## src/rtl/rd_fifo_refill_ctrl.sv

```systemverilog
// rd_fifo_refill_ctrl: read-side refill scheduler for the frame-buffer read path.
// Issues DDR read bursts for one frame, throttled by a credit count of free FIFO words,
// forwards returned beats as FIFO write enables and flushes the FIFO on a mid-frame restart.
// Optional statistics outputs (burst_cnt, credit_err) exist when RD_REFILL_STAT_EN is defined.
module rd_fifo_refill_ctrl #(
  parameter int unsigned ADDR_WIDTH  = 28,
  parameter int unsigned BURST_LEN   = 64,
  parameter int unsigned FRAME_BEATS = 115200,
  parameter int unsigned FIFO_WORDS  = 1024,
  parameter int unsigned FLUSH_CYC   = 8,
  localparam int unsigned LEN_W      = $clog2(BURST_LEN) + 1
) (
  input  logic                  clk,
  input  logic                  rst,
  input  logic                  frame_start,
  input  logic [ADDR_WIDTH-1:0] frame_base,
  output logic                  rd_req,
  output logic [ADDR_WIDTH-1:0] rd_addr,
  output logic [LEN_W-1:0]      rd_len,
  input  logic                  rd_ack,
  input  logic                  rd_beat,
  output logic                  fifo_wr_en,
  output logic                  fifo_flush,
  input  logic                  credit_ret,
`ifdef RD_REFILL_STAT_EN
  output logic [15:0]           burst_cnt,
  output logic                  credit_err,
`endif
  output logic                  frame_busy
);

  localparam int unsigned CRED_W  = $clog2(FIFO_WORDS + 1);
  localparam int unsigned CW1     = CRED_W + 1;
  localparam int unsigned BEATS_W = $clog2(FRAME_BEATS + 1);
  localparam int unsigned FLUSH_W = $clog2(FLUSH_CYC + 1);

  localparam logic [CRED_W-1:0]  CredFull   = CRED_W'(FIFO_WORDS);
  localparam logic [BEATS_W-1:0] BeatsFull  = BEATS_W'(FRAME_BEATS);
  localparam logic [FLUSH_W-1:0] FlushLast  = FLUSH_W'(FLUSH_CYC - 1);

  typedef enum logic [2:0] {
    StIdle,
    StCheck,
    StReq,
    StWaitData,
    StDrain,
    StFlush
  } state_e;

  state_e               state_q;
  logic [CRED_W-1:0]    credits_q;
  logic [CRED_W-1:0]    credits_d;
  logic [BEATS_W-1:0]   beats_left_q;
  logic [LEN_W-1:0]     beat_cnt_q;
  logic [ADDR_WIDTH-1:0] base_q;
  logic [FLUSH_W-1:0]   flush_cnt_q;
  logic [LEN_W-1:0]     len_c;
  logic                 cred_ok;
  logic                 acked;
  logic [CW1-1:0]       cred_sum;

  assign acked      = (state_q == StReq) && rd_ack;
  assign fifo_wr_en = rd_beat && (state_q == StWaitData);
  assign frame_busy = (state_q != StIdle);

  // Next burst length is the smaller of a full burst and what is left of the frame.
  always_comb begin
    if (32'(beats_left_q) >= BURST_LEN) len_c = LEN_W'(BURST_LEN);
    else                                len_c = LEN_W'(beats_left_q);
    cred_ok = (32'(credits_q) >= 32'(len_c));
  end

  // Credit update: returns and burst debits net out in the same cycle; FLUSH reloads.
  always_comb begin
    cred_sum = CW1'(credits_q);
    if (credit_ret) cred_sum = cred_sum + CW1'(1);
    if (acked)      cred_sum = cred_sum - CW1'(rd_len);
    if ((state_q == StFlush) || (cred_sum > CW1'(FIFO_WORDS))) credits_d = CredFull;
    else                                                       credits_d = cred_sum[CRED_W-1:0];
  end

  // Refill FSM with registered request/flush outputs.
  always_ff @(posedge clk or posedge rst) begin
    if (rst) begin
      state_q      <= StIdle;
      rd_req       <= 1'b0;
      rd_addr      <= '0;
      rd_len       <= '0;
      fifo_flush   <= 1'b0;
      credits_q    <= CredFull;
      beats_left_q <= '0;
      beat_cnt_q   <= '0;
      base_q       <= '0;
      flush_cnt_q  <= '0;
    end else begin
      credits_q <= credits_d;
      if (frame_start) base_q <= frame_base;
      unique case (state_q)
        StIdle: begin
          if (frame_start) begin
            rd_addr      <= frame_base;
            beats_left_q <= BeatsFull;
            state_q      <= StCheck;
          end
        end
        StCheck: begin
          // A restart here has no burst outstanding, but the FIFO may hold stale data.
          if (frame_start) begin
            fifo_flush  <= 1'b1;
            flush_cnt_q <= FlushLast;
            state_q     <= StFlush;
          end else if (beats_left_q == '0) begin
            state_q <= StIdle;
          end else if (cred_ok) begin
            rd_req  <= 1'b1;
            rd_len  <= len_c;
            state_q <= StReq;
          end
        end
        StReq: begin
          if (rd_ack) begin
            rd_req       <= 1'b0;
            rd_addr      <= rd_addr + ADDR_WIDTH'(rd_len);
            beats_left_q <= beats_left_q - BEATS_W'(rd_len);
            beat_cnt_q   <= rd_len;
            state_q      <= frame_start ? StDrain : StWaitData;
          end else if (frame_start) begin
            rd_req      <= 1'b0;
            fifo_flush  <= 1'b1;
            flush_cnt_q <= FlushLast;
            state_q     <= StFlush;
          end
        end
        StWaitData: begin
          if (rd_beat) beat_cnt_q <= beat_cnt_q - LEN_W'(1);
          if (frame_start) begin
            state_q <= StDrain;
          end else if (rd_beat && (beat_cnt_q == LEN_W'(1))) begin
            state_q <= StCheck;
          end
        end
        StDrain: begin
          // Beats of the aborted burst must still arrive before the FIFO is reset.
          if ((beat_cnt_q == '0) || (rd_beat && (beat_cnt_q == LEN_W'(1)))) begin
            beat_cnt_q  <= '0;
            fifo_flush  <= 1'b1;
            flush_cnt_q <= FlushLast;
            state_q     <= StFlush;
          end else if (rd_beat) begin
            beat_cnt_q <= beat_cnt_q - LEN_W'(1);
          end
        end
        StFlush: begin
          if (flush_cnt_q == '0) begin
            fifo_flush   <= 1'b0;
            rd_addr      <= frame_start ? frame_base : base_q;
            beats_left_q <= BeatsFull;
            state_q      <= StCheck;
          end else begin
            flush_cnt_q <= flush_cnt_q - FLUSH_W'(1);
          end
        end
        default: state_q <= StIdle;
      endcase
    end
  end

`ifdef RD_REFILL_STAT_EN
  // Acked-burst counter (per frame) and sticky flag for a credit return at full credits.
  always_ff @(posedge clk or posedge rst) begin
    if (rst) begin
      burst_cnt  <= '0;
      credit_err <= 1'b0;
    end else begin
      if (frame_start) burst_cnt <= '0;
      else if (acked)  burst_cnt <= burst_cnt + 16'd1;
      if (credit_ret && (credits_q == CredFull) && (state_q != StFlush)) credit_err <= 1'b1;
    end
  end
`endif

endmodule

```

## config.mk

```make
export PLATFORM = sky130hd
export DESIGN_NAME = rd_fifo_refill_ctrl
export DESIGN_NICKNAME = d
export VERILOG_FILES = /design/src/rtl/rd_fifo_refill_ctrl.sv
export SDC_FILE = /design/constraint.sdc
export NUM_CORES = 1
export LEC_CHECK = 0
export BUFFER_PORTS_ARGS = -buffer_cell sky130_fd_sc_hd__buf_2
export CORE_UTILIZATION = 25
export DETAILED_ROUTE_END_ITERATION = 16
export GPL_ROUTABILITY_DRIVEN = 0
export PLACE_DENSITY = 0.48
export SETUP_SLACK_MARGIN = 0.5
export SLEW_MARGIN = 20
export SYNTH_ARGS = -nofsm -noshare
export SYNTH_HDL_FRONTEND = slang
export SYNTH_SLANG_ARGS = --single-unit
```

## constraint.sdc

```tcl
create_clock -name clk -period 5.18 [get_ports clk]
set_input_delay 0.777 -clock clk [delete_from_list [all_inputs] [get_ports clk]]
set_output_delay 0.777 -clock clk [all_outputs]
set_load 0.005 [all_outputs]
```

==> flow_summary.ini <==
[status]
status = finished, final reports clean

[route]
wl_um = 20200
wl_per_cell_um = 17.5
via_count = 5908
drt_first_pass_iters = 4
drt_iter0_markers = 490
drc = 0
drt-vias-per-instance = 5.12
ant_nets = 0

[global_route]
grt_pass1_wl_um = 32800
groute.usage.overall_pct = 14.9
grt_antenna_before_repair = 2
grt_overflow = 0
grt_pass1_vias = 5816
grt_max_degree = 80

[synth]
ys_seq_elements = 107
synth_enable_flop_cells = 0
async_flop_share_pct = 100
synthesis.area_um2 = 6880
synth_cells = 749
syn_nets = 819
avgSynthCellArea_um2 = 9.18
yosysTopAreaCellShare_pct = 38.6
yosysSeqAreaShare_pct = 38.9
yosys.area.top_type = dfrtp_1
synthTopCellsByArea = dfrtp_1, ha_1, mux2_2
synthDistinctLibCells = 80
synth_top_flop_cell = dfrtp_1
yosysWarnings = 0

[timing]
rsz0062_at_grt = no
fin_setup_tns_ns = 0
setup_ws_ns = 1.41
finalCritPeriodShare_pct = 72.7
slew_headroom_pct = 30.9
hold_violations = 0
finalMaxSlewViolations = 0
period_minus_slack_ns = 3.77
worst_pin_slew_ns = 1.03
fmax_mhz = 266
finalSetupViolCount = 0
skew_ns = 0.0184

[final_layout]
final_cell_count_no_fill = 1155
final_net_count = 878
num-fill-cells = 2842
post-route-util_pct = 29.6
area_growth_pct = 15.8
drive_gt1_share_pct = 18.6

[cts]
ctsResizeCount = 0
cts.path.max_buffers = 2
cts_buffers = 9
cts.htree.levels = 3
cts.reportedPaths.clkPinSlew_ns = 0.07
postCtsSetupBuffers = 0
root_buffer = clkbuf_16
clk_latency_ns = 0.36
hold_buffers = 0
clkSinkCount = 107
cts_tree = yes

[floorplanning]
die_w_um = 168
ioPinCount = 73
dieArea_um2 = 28200
rows = 60
coreArea_um2 = 27000
fp.dieH_um = 168
initial_core_util_pct = 25.5

[placed_design]
pre_cts_ws_ns = 1.40
portBuffers = 72
post-dp-hpwl_um = 14600
place_inst = 1138

[pwr]
switching_power_w = 0.00166
p_leak_nw = 3.37
pwr-share-seq_pct = 35.3
power.share.clock_pct = 20.3
power.total_w = 0.00386
swShare_pct = 43.0
max-vdd-ir-drop_uv = 219
power_density_nw_per_um2 = 485
combPwrFrac_pct = 44.5
p_int_w = 0.00220

[critical_path]
crit_start = beats_left_q[9]
cp_data_arrival_time_ns = 4.00
crit_type = reg2reg
cp_max_fo = 8
r2r-start = beats_left_q[9]
setup.worst_path.end_class = register
required_ns = 5.41
critPathLaunchType = register

[worst_hold_path]
min-delay-start = base_q[3]
min_path_type = reg2reg

[job]
drv_cap = 0
critical path: stages (launching register included):
cell     delay [ns]
dfrtp_1        0.42
or4_1          0.61
nor4_1         0.40
and2_1         0.38
nand2_1        0.14
ha_1           0.28
a21o_1         0.15
a21o_1         0.17
a21oi_1        0.17
nor2_1         0.08
o21ai_2        0.46
mux2_1         0.37
cell families (layout without fill, tap and decap cells):
logic type / Yosys count / after routing / synth area share [%]
multiplexers: 40 / 40 / 6.37
AO/OA/AOI/OAI: 231 / 231 / 22.3
buffers and inverters: 60 / 124 / 3.40
AND/OR/NAND/NOR: 253 / 253 / 19.2
adder cells (fa/ha/maj): 36 / 36 / 6.88
XOR/XNOR: 22 / 22 / 2.91
other: 0 / 1 / 0
flip-flops: 107 / 107 / 38.9
power groups by stage:
stage | Clock (W) | Combinational, W | Sequential (W)
final | 0.000782 | 0.00172 | 0.00136
after global routing | 0.000840 | 0.00194 | 0.00141
after CTS | 0.000807 | 0.00174 | 0.00136
after detailed placement | 0 | 0.00173 | 0.00138
after global placement | 0 | 0.00173 | 0.00138
after floorplan | 0 | 0.00125 | 0.00127
path summary, 6_finish.rpt:
path	to	slack, ns	cells after the start
setup / recovery	rd_len[0]	1.41	11
hold / removal	base_q[3]	0.50	1
setup reg to reg	rd_len[0]	1.41	11
hold reg to reg	base_q[3]	0.50	1
max in group asynchronous	beat_cnt_q[0]	3.75	3
min in group asynchronous	base_q[22]	0.53	2
cell type report:
cell class / instances / area, um2 / share of cell area [%]
inverter: 28 / 110 / 1.38
antenna: 1 / 2.50 / 0.0314
sequential: 107 / 2680 / 33.6
timing repair buffer: 80 / 420 / 5.28
multi-input combinational: 582 / 3990 / 50.1
clock buffer: 9 / 225 / 2.83
clock inverter: 7 / 108 / 1.35
tap: 341 / 427 / 5.36
layer usage:
metal	wire, um	track usage (%)
met1	9510	20.8
met2	9350	23.6
met3	959	1.90
met4	386	4.99
met5	0	0
sequential cells by signal, summed over array words and instances, names as in the netlist:
register,flops
base_q,28
rd_addr,28
beats_left_q,17
credits_q,11
beat_cnt_q,7
rd_len,7
flush_cnt_q,4
state_q,3
fifo_flush,1
rd_req,1
cells in the final DEF, fill, tap and decap left out, types with 8 or more instances in the layout:
| master | count |
|---|---|
| and2_1 | 8 |
| a22oi_1 | 21 |
| xor2_1 | 8 |
| nand4_1 | 8 |
| clkbuf_16 | 9 |
| nor4_1 | 8 |
| dfrtp_1 | 106 |
| mux2_2 | 29 |
| inv_1 | 27 |
| nor3_1 | 18 |
| xnor2_1 | 13 |
| o211ai_1 | 10 |
| a31oi_1 | 15 |
| mux2i_1 | 10 |
| or3_1 | 14 |
| a21oi_1 | 42 |
| nand3_1 | 16 |
| o21ai_0 | 60 |
| nand2_1 | 61 |
| buf_2 | 72 |
| nor2_1 | 62 |
| a21o_1 | 9 |
| buf_4 | 8 |
| ha_1 | 33 |
through the flow:
stage | hold slack, ns | area [um2]
global route | 0.519 | 7960
floorplan | 0.464 | 6880
CTS | 0.505 | 7960
global placement | 0.479 | 7630
finish | 0.499 | 7970
detailed placement | 0.485 | 7630
cell usage after synthesis (6+ instances only):
| cell type | count |
|---|---|
| dfrtp_1 | 106 |
| nor2_1 | 64 |
| nand2_1 | 61 |
| o21ai_0 | 60 |
| a21oi_1 | 42 |
| ha_1 | 33 |
| clkbuf_1 | 29 |
| mux2_2 | 29 |
| inv_1 | 28 |
| a22oi_1 | 21 |
| nor3_1 | 18 |
| nand3_1 | 16 |
| a31oi_1 | 15 |
| or3_1 | 14 |
| xnor2_1 | 13 |
| mux2i_1 | 10 |
| o211ai_1 | 10 |
| a21o_1 | 9 |
| and2_1 | 8 |
| nand4_1 | 8 |
| nor4_1 | 8 |
| xor2_1 | 8 |
| a22o_1 | 7 |
| and3_1 | 7 |
| nand2b_1 | 7 |
| nor2b_1 | 7 |
| nor3b_1 | 6 |
| o21bai_1 | 6 |
No activity file was read; power rests on OpenSTA's default activity.
